$ cat src/rtl/riscv_lsu_pkg.sv
// Shared definitions for the MEM-stage load/store unit: funct3 encodings,
// FSM state type and the funct3 legality check.
package riscv_lsu_pkg;

    localparam logic [2:0] F3_B  = 3'b000;
    localparam logic [2:0] F3_H  = 3'b001;
    localparam logic [2:0] F3_W  = 3'b010;
    localparam logic [2:0] F3_BU = 3'b100;
    localparam logic [2:0] F3_HU = 3'b101;

    typedef enum logic [1:0] {
        ST_IDLE = 2'd0,
        ST_REQ  = 2'd1,
        ST_WAIT = 2'd2,
        ST_DONE = 2'd3
    } lsu_state_t;

    function automatic logic f3_legal(input logic is_store, input logic [2:0] f3);
        logic ok;
        ok = 1'b0;
        case (f3)
            F3_B, F3_H, F3_W: ok = 1'b1;
            F3_BU, F3_HU:     ok = ~is_store;
            default:          ok = 1'b0;
        endcase
        return ok;
    endfunction

endpackage

$ cat src/rtl/lsu_align.sv
// Combinational lane logic: store strobe/replication and load extract/extend.
module lsu_align
    import riscv_lsu_pkg::*;
(
    input  logic [2:0]  st_funct3,
    input  logic [1:0]  st_off,
    input  logic [31:0] st_wdata,
    output logic [3:0]  st_wstrb,
    output logic [31:0] st_lane_data,
    input  logic [2:0]  ld_funct3,
    input  logic [1:0]  ld_off,
    input  logic [31:0] ld_rdata,
    output logic [31:0] ld_data
);

    logic [31:0] byte_shift;
    logic [31:0] half_shift;
    logic [7:0]  ld_byte;
    logic [15:0] ld_half;

    always_comb begin
        st_wstrb     = 4'b1111;
        st_lane_data = st_wdata;
        case (st_funct3[1:0])
            2'b00: begin
                st_wstrb     = 4'b0001 << st_off;
                st_lane_data = {4{st_wdata[7:0]}};
            end
            2'b01: begin
                st_wstrb     = 4'b0011 << {st_off[1], 1'b0};
                st_lane_data = {2{st_wdata[15:0]}};
            end
            default: begin
                st_wstrb     = 4'b1111;
                st_lane_data = st_wdata;
            end
        endcase
    end

    // Shifting the word down selects the addressed byte/halfword lane.
    assign byte_shift = ld_rdata >> {ld_off, 3'b000};
    assign half_shift = ld_rdata >> {ld_off[1], 4'b0000};
    assign ld_byte    = byte_shift[7:0];
    assign ld_half    = half_shift[15:0];

    always_comb begin
        ld_data = ld_rdata;
        case (ld_funct3)
            F3_B:    ld_data = {{24{ld_byte[7]}}, ld_byte};
            F3_BU:   ld_data = {24'h0, ld_byte};
            F3_H:    ld_data = {{16{ld_half[15]}}, ld_half};
            F3_HU:   ld_data = {16'h0, ld_half};
            default: ld_data = ld_rdata;
        endcase
    end

endmodule

$ cat src/rtl/mem_stage_lsu.sv
// MEM-stage load/store unit: issues data-bus requests, stalls the pipeline
// while an access is outstanding and flags misaligned/illegal accesses.
module mem_stage_lsu
    import riscv_lsu_pkg::*;
(
    input  logic        clk,
    input  logic        reset,
    input  logic        ex_valid,
    input  logic        ex_mem_read,
    input  logic        ex_mem_write,
    input  logic [2:0]  ex_funct3,
    input  logic [31:0] ex_addr,
    input  logic [31:0] ex_wdata,
    output logic        dbus_req_valid,
    input  logic        dbus_req_ready,
    output logic [31:0] dbus_addr,
    output logic        dbus_we,
    output logic [3:0]  dbus_wstrb,
    output logic [31:0] dbus_wdata,
    input  logic        dbus_rsp_valid,
    input  logic [31:0] dbus_rdata,
    output logic [31:0] mem_data_out,
    output logic        stall,
    output logic        lsu_trap
);

    lsu_state_t  state_reg;
    logic [29:0] waddr_reg;
    logic [1:0]  off_reg;
    logic [2:0]  f3_reg;
    logic        we_reg;
    logic [3:0]  wstrb_reg;
    logic [31:0] wdata_reg;
    logic [31:0] mem_data_reg;

    logic        mem_op;
    logic        misaligned;
    logic        bad_access;
    logic        issue;
    logic [3:0]  al_wstrb;
    logic [31:0] al_wdata;
    logic [3:0]  issue_wstrb;
    logic [31:0] issue_wdata;
    logic [31:0] ld_data;

    assign mem_op     = ex_valid & (ex_mem_read | ex_mem_write);
    assign misaligned = ((ex_funct3[1:0] == 2'b01) & ex_addr[0]) |
                        ((ex_funct3[1:0] == 2'b10) & (ex_addr[1:0] != 2'b00));
    assign bad_access = ~f3_legal(ex_mem_write, ex_funct3) | misaligned;

    // Gated by reset so nothing leaks onto the bus while reset is held.
    assign issue    = reset & (state_reg == ST_IDLE) & mem_op & ~bad_access;
    assign lsu_trap = reset & (state_reg == ST_IDLE) & mem_op & bad_access;

    lsu_align u_align (
        .st_funct3    (ex_funct3),
        .st_off       (ex_addr[1:0]),
        .st_wdata     (ex_wdata),
        .st_wstrb     (al_wstrb),
        .st_lane_data (al_wdata),
        .ld_funct3    (f3_reg),
        .ld_off       (off_reg),
        .ld_rdata     (dbus_rdata),
        .ld_data      (ld_data)
    );

    assign issue_wstrb = ex_mem_write ? al_wstrb : 4'b0000;
    assign issue_wdata = ex_mem_write ? al_wdata : 32'h0;

    always_ff @(posedge clk or negedge reset) begin
        if (!reset) begin
            state_reg    <= ST_IDLE;
            waddr_reg    <= '0;
            off_reg      <= '0;
            f3_reg       <= '0;
            we_reg       <= 1'b0;
            wstrb_reg    <= '0;
            wdata_reg    <= '0;
            mem_data_reg <= '0;
        end else begin
            case (state_reg)
                ST_IDLE: begin
                    if (issue) begin
                        waddr_reg <= ex_addr[31:2];
                        off_reg   <= ex_addr[1:0];
                        f3_reg    <= ex_funct3;
                        we_reg    <= ex_mem_write;
                        wstrb_reg <= issue_wstrb;
                        wdata_reg <= issue_wdata;
                        state_reg <= dbus_req_ready ? ST_WAIT : ST_REQ;
                    end
                end
                ST_REQ: begin
                    if (dbus_req_ready) state_reg <= ST_WAIT;
                end
                ST_WAIT: begin
                    if (dbus_rsp_valid) begin
                        mem_data_reg <= we_reg ? 32'h0 : ld_data;
                        state_reg    <= ST_DONE;
                    end
                end
                // EX/MEM still shows the finished instruction here, so ignore it.
                ST_DONE: state_reg <= ST_IDLE;
                default: state_reg <= ST_IDLE;
            endcase
        end
    end

    always_comb begin
        dbus_req_valid = 1'b0;
        dbus_addr      = 32'h0;
        dbus_we        = 1'b0;
        dbus_wstrb     = 4'b0000;
        dbus_wdata     = 32'h0;
        if (issue) begin
            dbus_req_valid = 1'b1;
            dbus_addr      = {ex_addr[31:2], 2'b00};
            dbus_we        = ex_mem_write;
            dbus_wstrb     = issue_wstrb;
            dbus_wdata     = issue_wdata;
        end else if (state_reg == ST_REQ) begin
            dbus_req_valid = 1'b1;
            dbus_addr      = {waddr_reg, 2'b00};
            dbus_we        = we_reg;
            dbus_wstrb     = wstrb_reg;
            dbus_wdata     = wdata_reg;
        end
    end

    assign stall        = issue | (state_reg == ST_REQ) | (state_reg == ST_WAIT);
    assign mem_data_out = mem_data_reg;

endmodule

$ cat config.mk
export PLATFORM = sky130hd
export DESIGN_NAME = mem_stage_lsu
export DESIGN_NICKNAME = d
export VERILOG_FILES = /design/src/rtl/riscv_lsu_pkg.sv /design/src/rtl/lsu_align.sv /design/src/rtl/mem_stage_lsu.sv
export SDC_FILE = /design/constraint.sdc
export NUM_CORES = 1
export LEC_CHECK = 0
export CORE_AREA = 2 2 141 143
export CTS_CLUSTER_SIZE = 10
export DETAILED_ROUTE_END_ITERATION = 10
export DIE_AREA = 0 0 143 145
export PLACE_DENSITY = 0.69
export SLEW_MARGIN = 20
export SYNTH_ARGS = -nofsm -noshare
export SYNTH_HDL_FRONTEND = slang
export SYNTH_SLANG_ARGS = --single-unit
$ cat constraint.sdc
create_clock -name clk -period 2.7 [get_ports clk]
set_clock_uncertainty 0.05 [all_clocks]
set_input_delay 0.675 -clock clk [delete_from_list [all_inputs] [get_ports clk]]
set_output_delay 0.675 -clock clk [all_outputs]
set_load 0.03 [all_outputs]
==> impl_results.md, run 1 <==
- Status: complete, but fails checks
- Violated checks: setup timing
- Vias in the first global route: between 5000 and 6000
- DP HPWL: about 14000 um
- Fin nets: roughly 910
- Iter 0 DRT Violations: 240
- Commonest non-fill, non-tap cell in the layout: clkdlybuf4s50_1
- Ys async rst share: 1.000
- Slew Limit Fails: 0
- # rows: approximately 50
- Syn-to-layout area delta: 70.13%
- Yosys reg bits: between 100 and 150
- Leakage power: approximately 0.0045 uW
- Pin count of the biggest net entering global routing: 48
- CTS sink count: 106
- Synth top area cells: dfrtp_1, mux2_2, a22o_1, mux2i_1, o21ai_0
- Die Ht: around 150 um
- Placed Area: about 8400 um2
- Routed wire length: 19440 um
- Max-cap violations: 0
- Fillers: roughly 1700
- Initial cell density of the core: 0.2944
- DRC: 0
- Worst setup margin: -0.1717 ns
- Synth area leader: dfrtp_1
- Beginning of the critical path: state_reg[0]
- Crit. End Element: output pin
- First-pass GRT wire length: between 30000 and 40000 um
- Synth Area in Compound Gates: 0.2527
- Core Area: around 19000 um2
- WP data required: between 1.5 and 2 ns
- Routed WL per cell: between 15 and 20 um
- Mux cell area share after synthesis: 0.1524
- Register area share after synthesis: 0.4690
- Largest family of logic cells by synthesized area: compound AO/OA/AOI/OAI gates
- Root Buffer: clkbuf_16
- Post-synth top area share: 0.4690
- Simple-Gate Fraction of Synth Area: 0.07544
- Design Area, Final: 9622 um2
- Core Util, Final: 0.5009
- Crit share post-route: 1.064
- Final Critical Period: about 2.9 ns
- Hold Vio Cnt, Final: 0
- Number of synthesized flops with an enable pin: 0
- # hold bufs at CTS: 0
- Post-Synth Adder-Cell Area: 0.008850
- RSZ-0062 raised after global routing: true
- Critical path type: reg2out
- Clock transition at the registers of the reported paths: roughly 0.070 ns
- Max frequency: 0.3482 GHz
- R2r startpoint: state_reg[0]
- Syn Area/Cell: 10.73 um2
- Worst skew pair latency: ~0.35 ns
- Via-per-instance ratio: 5.075
- Die ar.: slightly above 20000 um2
- Relative slew slack: 0.4071
- Post-route ant nets: 0
- Most frequent cells in the layout: clkdlybuf4s50_1, dfrtp_1, buf_6
- Initial antenna violation count: 1
- Endpoints failing setup: 67
- DR vias: between 5000 and 6000
- Worst-Margin Slew: 0.8856 ns
- Non-Filler Instances: approximately 1100
- CTS tree: done
- Global route overflow: 0
- Share of cells above drive strength 1: 0.3672
- Cell count after synthesis: 527
- CTS Buf Count: 9
- GPL Wtd Cong: approximately 0.8
- Startpoint Class: flop
- Post-Synth XOR/XNOR Area: 0
- Synthesis Warnings: 0
- Chip width: about 140 um
- Synth unique cells: 42
- First-pass DRT Iterations: 5
- VDD IR max: about 0.56 mV
- Multi-input logic area: roughly 3100 um2
- Worst Hold Class: in2async
- Total area of sequential cells: about 2700 um2
- Port Buffers: around 210
- # H-tree levels: 3
- CP Max Fanout: 6
- Worst Path Arrival: around 2.2 ns
- All-Layer GR Usage: 0.1849
- Synthesized area: 5655 um2
- Dominant synthesized flop cell: dfrtp_1
- Fin Setup TNS: -6.197 ns
- Worst slack at placement: -0.6114 ns
- CTS max path bufs: 2
- Power per Cell Area: approximately 1000 nW/um2
- Top-Level Pins: 210
- Inst Count DP: between 1000 and 1500
[what timing repair did]
action                                  4_1_cts  5_1_grt
endpoints found under the hold margin         0        0
setup buffers                                12        8
gates cloned                                  7        3
endpoints found under the setup margin       75       68
gates resized for setup                     149       42
pin swaps                                    25       24
[report_power, final]
group	leakage [uW]	internal (uW)	switching, uW	total, uW
clock network	0.000127	639	588	1230
registers	0.00136	2280	510	2790
logic	0.00300	2870	2830	5710
[critical path, cell delays in order (launching register included)]
cell      delay [ns]
dfrtp_1         0.42
inv_2           0.10
ha_4            0.16
o2111a_2        0.24
o22ai_4         0.10
buf_12          0.14
buf_12          0.12
buf_12          0.12
a22o_1          0.24
buf_6           0.15
[cells by family after synthesis]
logic type,Yosys count
AO/OA/AOI/OAI,196
adder cells (fa/ha/maj),4
buffers and inverters,52
flip-flops,106
multiplexers,78
other,1
AND/OR/NAND/NOR,90
[worst paths after layout]
check | to | slack [ns] | cells after the start
worst min register to register | mem_data_out[1] | 0.43 | 1
worst min-delay path | waddr_reg[5] | 0.26 | 2
worst max register to register | mem_data_out[16] | 0.45 | 7
min in group clk | mem_data_out[1] | 0.43 | 1
max in group asynchronous | mem_data_out[15] | 1.17 | 3
worst max-delay path | dbus_wdata[4] | -0.17 | 9
[cells in the mapped netlist (2+ instances only)]
cell / instances
a21o_1: 34
o31ai_1: 4
a211oi_1: 6
a21oi_1: 10
mux2i_1: 31
o21ai_0: 53
a221oi_1: 6
a22o_1: 46
buf_4: 2
and2_1: 6
o22ai_1: 2
dfrtp_1: 106
o21ai_1: 2
mux4_2: 2
inv_1: 9
ha_1: 4
clkbuf_1: 18
a221o_1: 16
o21a_1: 9
nor2_1: 19
nand2b_1: 2
nand2_1: 52
buf_2: 23
mux2_2: 45
a22oi_1: 2
nor2b_1: 2
[layer usage]
layer | vias to the layer above | GRT usage | wire length [um]
li1 | 2508 | - | -
met2 | 228 | 0.3002 | 9306
met3 | 40 | 0.06766 | 1641
met4 | 0 | 0.06980 | 648
met5 | - | 0 | 0
met1 | 2629 | 0.2224 | 7843
[metrics by stage]
stage          total power (uW)  hold slack [ns]
2_1_floorplan              5544           0.3294
3_3_place_gp               7459           0.4074
3_5_place_dp               7538           0.4127
4_1_cts                    9661           0.2515
5_1_grt                   10240           0.2656
6_report                   9723           0.2617
[cell type report]
class / instances / share of cell area
inverter: 9 / 0.003511
clock inverter: 3 / 0.001821
multi-input combinational: 370 / 0.3252
clock buffer: 11 / 0.02523
timing repair buffer: 299 / 0.3336
tap: 265 / 0.03446
sequential: 106 / 0.2757
antenna: 2 / 0.0005202
Power figures use the tool's default switching activity.
==> run 2, diff against run 1 <==
Settings changed: CELL_PAD_IN_SITES_DETAIL_PLACEMENT from default to 0, CELL_PAD_IN_SITES_GLOBAL_PLACEMENT from default to 1, PLACE_DENSITY 0.69 to 0.85.
==> impl_results.md, run 2 (synthesis gave the netlist of run 1 again) <==
- Global route overflow: 0 (unchanged)
- Sw Pwr: 4020 uW (+2.2%)
- Violated checks: setup timing
- Post-route ant nets: 0 (unchanged)
- GPL Wtd Cong: 0.7634 (-5.0%)
- RSZ-0062 raised after global routing: true
- Vias in the first global route: 5449 (-1.5%)
- Root Buffer: clkbuf_16
- Iter 0 DRT Violations: 244 (+1.7%)
- Via-per-instance ratio: 5.045 (-0.59%)
- Placed Area: 8342 um2 (-0.57%)
- Worst Hold Class: in2async
- CTS tree: done
- First-pass DRT Iterations: 4 (-1)
- Core Area: 19210 um2 (unchanged)
- Die ar.: 20740 um2 (unchanged)
- Gr busiest metal: met2
- Syn-to-layout area delta: 71.53%
- DR vias: 5358 (-0.87%)
- Routed wire length: 20030 um (+3.0%)
- Seq pwr share: 0.278 (-0.009)
- Grt met3 use: 0.04719 (-0.02046)
- Final Critical Period: 2.795 ns (-0.07663 ns)
- Relative slew slack: 0.3946 (-0.01247)
- Worst slack at placement: -0.6033 ns (+0.008161 ns)
- CTS max path bufs: 2 (unchanged)
- Fin nets: 902 (-0.33%)
- Top-Level Pins: 210 (unchanged)
- Status: complete, but fails checks
- Routed WL per cell: 18.86 um (+3.3%)
- Beginning of the critical path: ex_mem_write
- Internal: 6009 uW (+3.8%)
- Leakage power: 0.004531 uW (+1.0%)
- DRC: 0 (unchanged)
- Slew Limit Fails: 0 (unchanged)
- # H-tree levels: 3 (unchanged)
- Clock group share of total power: 0.146 (+0.020)
- Initial cell density of the core: 0.2944 (unchanged)
- Core Util, Final: 0.5050 (+0.004104)
- Worst-Margin Slew: 0.9043 ns (+0.01863 ns)
- CP Max Fanout: 5 (-1)
- CTS Buf Count: 9 (unchanged)
- Logic gate share of total power: 0.576 (-0.011)
- Power per Cell Area: 1034 nW/um2 (+2.3%)
- All-Layer GR Usage: 0.1888 (+0.003936)
- Commonest non-fill, non-tap cell in the layout: clkdlybuf4s50_1
- Chip width: 143 um (unchanged)
- Design Area, Final: 9701 um2 (+0.82%)
- WP data required: 1.98 ns (about the same)
- R2r startpoint: state_reg[0]
- Endpoints failing setup: 63 (-6.0%)
- Initial antenna violation count: 0 (-1)
- # hold bufs at CTS: 0 (unchanged)
- Die Ht: 145 um (unchanged)
- Pin count of the biggest net entering global routing: 76 (+58%)
- Critical path type: in2out
- Hold Vio Cnt, Final: 0 (unchanged)
- Ant diodes: 0 (-2)
- Worst skew pair latency: 0.35 ns (about the same)
- Worst Path Arrival: 2.07 ns (-0.08 ns)
- Reg2reg path depth: 6 (-1)
- Crit. End Element: output pin
- Clock transition at the registers of the reported paths: 0.07 ns (about the same)
- Max-cap violations: 0 (unchanged)
- CTS sink count: 106 (unchanged)
- Share of cells above drive strength 1: 0.3701 (+0.002970)
- Sw frac: 0.4009 (-0.003658)
- Crit share post-route: 1.035 (-0.02838)
- VDD IR max: 0.5424 mV (-3.5%)
- Worst setup margin: -0.09503 ns (+0.07663 ns)
- GRT met2 Usage: 0.3100 (+0.009809)
- Max frequency: 0.3578 GHz (+2.7%)
- Met1 Usage GRT: 0.2480 (+0.02563)
- Most frequent cells in the layout: clkdlybuf4s50_1, dfrtp_1, buf_6
- # rows: 51 (unchanged)
- Port Buffers: 207 (unchanged)
- DP HPWL: 13480 um (-2.0%)
- Startpoint Class: input pin
- First-pass GRT wire length: 30830 um (+2.7%)
run 2: changes by cell type in the layout (fill, tap and decap cells not counted), sizes merged:
cell / before / now
buf: 166 / 162
bufinv: 0 / 2
diode: 2 / 0
inv: 9 / 11
bufbuf: 1 / 0
clkbuf: 13 / 14
clkinvlp: 1 / 0
run 2: path summary, 6_finish.rpt:
path                                     to  slack [ns]
max                           dbus_wdata[5]        -0.1
min in group clk            mem_data_out[2]        0.43
min                           wdata_reg[28]        0.25
max in group asynchronous   mem_data_out[0]        1.49
max reg2reg                mem_data_out[18]        0.55
min reg2reg                 mem_data_out[2]        0.43
run 2: timing repair:
action / 4_1_cts / 5_1_grt
gates cloned: 7 / 4
resized for setup: 166 / 41
buffers inserted: 15 / 3
pin swaps: 51 / 27
endpoints found under the setup margin: 70 / 69
run 2: per-layer routing:
metal | wire (um) | up-vias | share of wire
met5 | 0 | - | 0
met1 | 8576 | 2639 | 0.43
met4 | 343 | 0 | 0.017
li1 | - | 2501 | -
met3 | 1291 | 27 | 0.064
met2 | 9819 | 191 | 0.49
run 2: layout make-up:
class / count / area [um2]
clock inverters: 6 / 87.58
inverters: 9 / 33.78
flip-flops and latches: 106 / 2653
well taps: 265 / 331.6
fillers: 1702 / 9507
multi-input cells: 370 / 3164
clock buffers: 10 / 239.0
repair buffers: 296 / 3192
run 2: power groups by stage:
stage                     clock [uW]  combinational (uW)  sequential, uW
final                           1460                5780            2780
after global routing            1580                6120            2870
after CTS                       1510                5440            2730
after global placement             0                4660            2730
after detailed placement           0                4710            2760
after floorplan                    0                2570            2980
run 2: critical path: stages:
cell and delay [ns]:
buf_4 0.14, a221oi_4 0.28, buf_6 0.17, o22ai_4 0.09, buf_6 0.17, buf_12 0.13, a22o_1 0.26, buf_6 0.15
run 2: stage by stage:
step           TNS, ns  hold slack, ns  total power (uW)  cells
6_report        -2.694          0.2501             10030   1062
5_1_grt         -8.313          0.2460             10570   1062
4_1_cts         -3.747          0.2371              9687   1057
3_5_place_dp    -44.04          0.4127              7464   1019
3_3_place_gp    -43.02          0.4063              7393   1019
2_1_floorplan        0          0.3294              5544    528
==> run 3, diff against run 2 <==
Settings changed: CTS_CLUSTER_SIZE 10 to 40, DONT_BUFFER_PORTS from default to 1, PLACE_DENSITY 0.85 to 0.65.
==> impl_results.md, run 3 (synthesis gave the netlist of run 1 again) <==
- Status: complete, but fails checks
- Violated checks: hold timing, setup timing
- Iter 0 DRT Violations: 261 (+7.0%)
- Worst setup margin: -0.09598 ns (-0.0009450 ns)
- Worst skew pair latency: 0.35 ns (about the same)
- Met1 Usage GRT: 0.1955 (-0.05252)
- Slowest cell delay on critical path: 0.40 ns (+0.12 ns)
- Beginning of the critical path: state_reg[1]
- # rows: 51 (unchanged)
- Worst-Margin Slew: 0.6723 ns (-0.2320 ns)
- Smallest hold slack: -0.03112 ns (-0.2812 ns)
- Max frequency: 0.3577 GHz (about the same)
- DR vias: 4746 (-11%)
- CTS tree: done
- Initial cell density of the core: 0.2944 (unchanged)
- GPL Wtd Cong: 0.8106 (+6.2%)
- Die Ht: 145 um (unchanged)
- Worst Hold Class: in2async
- Ant diodes: 0 (unchanged)
- DRC: 0 (unchanged)
- Crit path to: dbus_wdata[17]
- Grt met3 use: 0.07525 (+0.02805)
- Reg2reg path depth: 8 (+2)
- Initial antenna violation count: 0 (unchanged)
- Global route overflow: 0 (unchanged)
- Pin count of the biggest net entering global routing: 110 (+45%)
- Hold Vio Cnt, Final: 94 (+94)
- Chip width: 143 um (unchanged)
- Routed wire length: 19230 um (-4.0%)
- GRT met2 Usage: 0.2947 (-0.01531)
- Routed WL per cell: 22.28 um (+18%)
- Fillers: 1842 (+8.2%)
- Design Area, Final: 8110 um2 (-16%)
- CP Cell Sequence: inv_2 > ha_4 > buf_6 > and4_4 > o21ai_4 > o21ai_1 > buf_4
- All-Layer GR Usage: 0.1741 (-0.01469)
- Slew Limit Fails: 0 (unchanged)
- First-pass DRT Iterations: 5 (+1)
- Top-Level Pins: 210 (unchanged)
- Most frequent cells in the layout: dfrtp_1, mux2_2, o21ai_0
- Worst Path Arrival: 2.07 ns (about the same)
- Crit share post-route: 1.036 (about the same)
- # H-tree levels: 3 (unchanged)
- R2R Setup Slk: 0.49 ns (-0.06 ns)
- CP Max Fanout: 8 (+3)
- Vias in the first global route: 4998 (-8.3%)
- R2r startpoint: state_reg[1]
- Non-Filler Instances: 863 (-19%)
- Root Buffer: clkbuf_16
- Commonest non-fill, non-tap cell in the layout: dfrtp_1
- First-pass GRT wire length: 28170 um (-8.6%)
- Fin nets: 703 (-22%)
- Core Area: 19210 um2 (unchanged)
- Clock transition at the registers of the reported paths: 0.08 ns (about the same)
- DP HPWL: 11970 um (-11%)
- Final Critical Period: 2.796 ns (+0.0009450 ns)
- Max-cap violations: 0 (unchanged)
- Syn-to-layout area delta: 43.41%
- WP data required: 1.98 ns (about the same)
- Share of cells above drive strength 1: 0.4247 (+0.05461)
- Worst reg2reg path endpoint: state_reg[1]
- Crit. End Element: output pin
- Fin Setup TNS: -3.646 ns (-0.9524 ns)
- Post-route ant nets: 0 (unchanged)
- VDD IR max: 0.5329 mV (-1.7%)
- CTS sink count: 106 (unchanged)
- Port Buffers: 0 (-100%)
- CTS Buf Count: 9 (unchanged)
- CTS max path bufs: 2 (unchanged)
- Leakage power: 0.003740 uW (-17%)
- Die ar.: 20740 um2 (unchanged)
- Relative slew slack: 0.5509 (+0.1563)
- Inst Count DP: 811 (-20%)
- Power per Cell Area: 1194 nW/um2 (+15%)
- Startpoint Class: flop
- RSZ-0062 raised after global routing: true
- Critical path's slowest cell: dfrtp_1
- Gr busiest metal: met2
- Via-per-instance ratio: 5.499 (+9.0%)
- Endpoints failing setup: 62 (-1.6%)
- Critical path type: reg2out
- Placed Area: 6610 um2 (-21%)
[run 3: cell types whose count changed in the layout (fill, tap and decap cells not counted), sizes merged]
| cell | change |
|---|---|
| buf | -73 |
| bufinv | +1 |
| clkbuf | -2 |
| clkdlybuf4s15 | -1 |
| clkdlybuf4s50 | -128 |
| clkinv | -1 |
| dlygate4sd2 | -1 |
| inv | +1 |
| o21ai | +5 |
[run 3: repair_timing]
item                                    CTS  global route
pin swaps                                24            38
setup buffers                            16             7
endpoints found under the setup margin   67            67
gates resized for setup                  86            80
hold endpoints to repair                106           106
gates cloned                              7             7
[run 3: cell type report]
type | instances | area, um2 | area share
sequential | 106 | 2653 | 0.3271
clock inverter | 7 | 132.6 | 0.01635
inverter | 9 | 33.78 | 0.004165
clock buffer | 9 | 225.2 | 0.02777
timing repair buffer | 92 | 1282 | 0.1581
multi-input combinational | 375 | 3452 | 0.4256
tap | 265 | 331.6 | 0.04088
[run 3: metrics by stage]
step	utilization	hold slack, ns	power [uW]	setup slack, ns
after detailed placement	0.3441	0.3318	6910	-0.04681
after CTS	0.3944	-0.06056	9233	-0.09971
after floorplan	-	0.3294	5544	0.01222
after global placement	0.3441	0.3330	6804	0.004803
final	0.4223	-0.03112	9684	-0.09598
after global routing	0.4223	-0.05890	10160	-0.1719
[run 3: worst min-delay path by stage]
stage | to | slack (ns)
floorplan | f3_reg[0] | 0.33
global placement | mem_data_out[11] | 0.33
detailed placement | mem_data_out[14] | 0.33
CTS | waddr_reg[10] | -0.06
global route | mem_data_out[30] | -0.06
finish | mem_data_out[6] | -0.03
[run 3: critical path, delay by kind of cell (launching register included)]
kind            cells  cell delay (ns)
buf+inv             3             0.39
simple gates        1             0.37
compound gates      2             0.37
fa+ha+maj           1             0.16
flops               1             0.40
[run 3: metal layers]
layer | part of all wire | vias up
met3 | 0.11 | 23
met2 | 0.49 | 209
li1 | - | 2106
met4 | 0.020 | 0
met1 | 0.38 | 2408
met5 | 0 | -
[run 3: where the power goes]
part           leakage, uW  switching, uW  internal (uW)
Sequential         0.00136            974           2270
Clock             0.000176            658            929
Combinational      0.00221           2380           2480
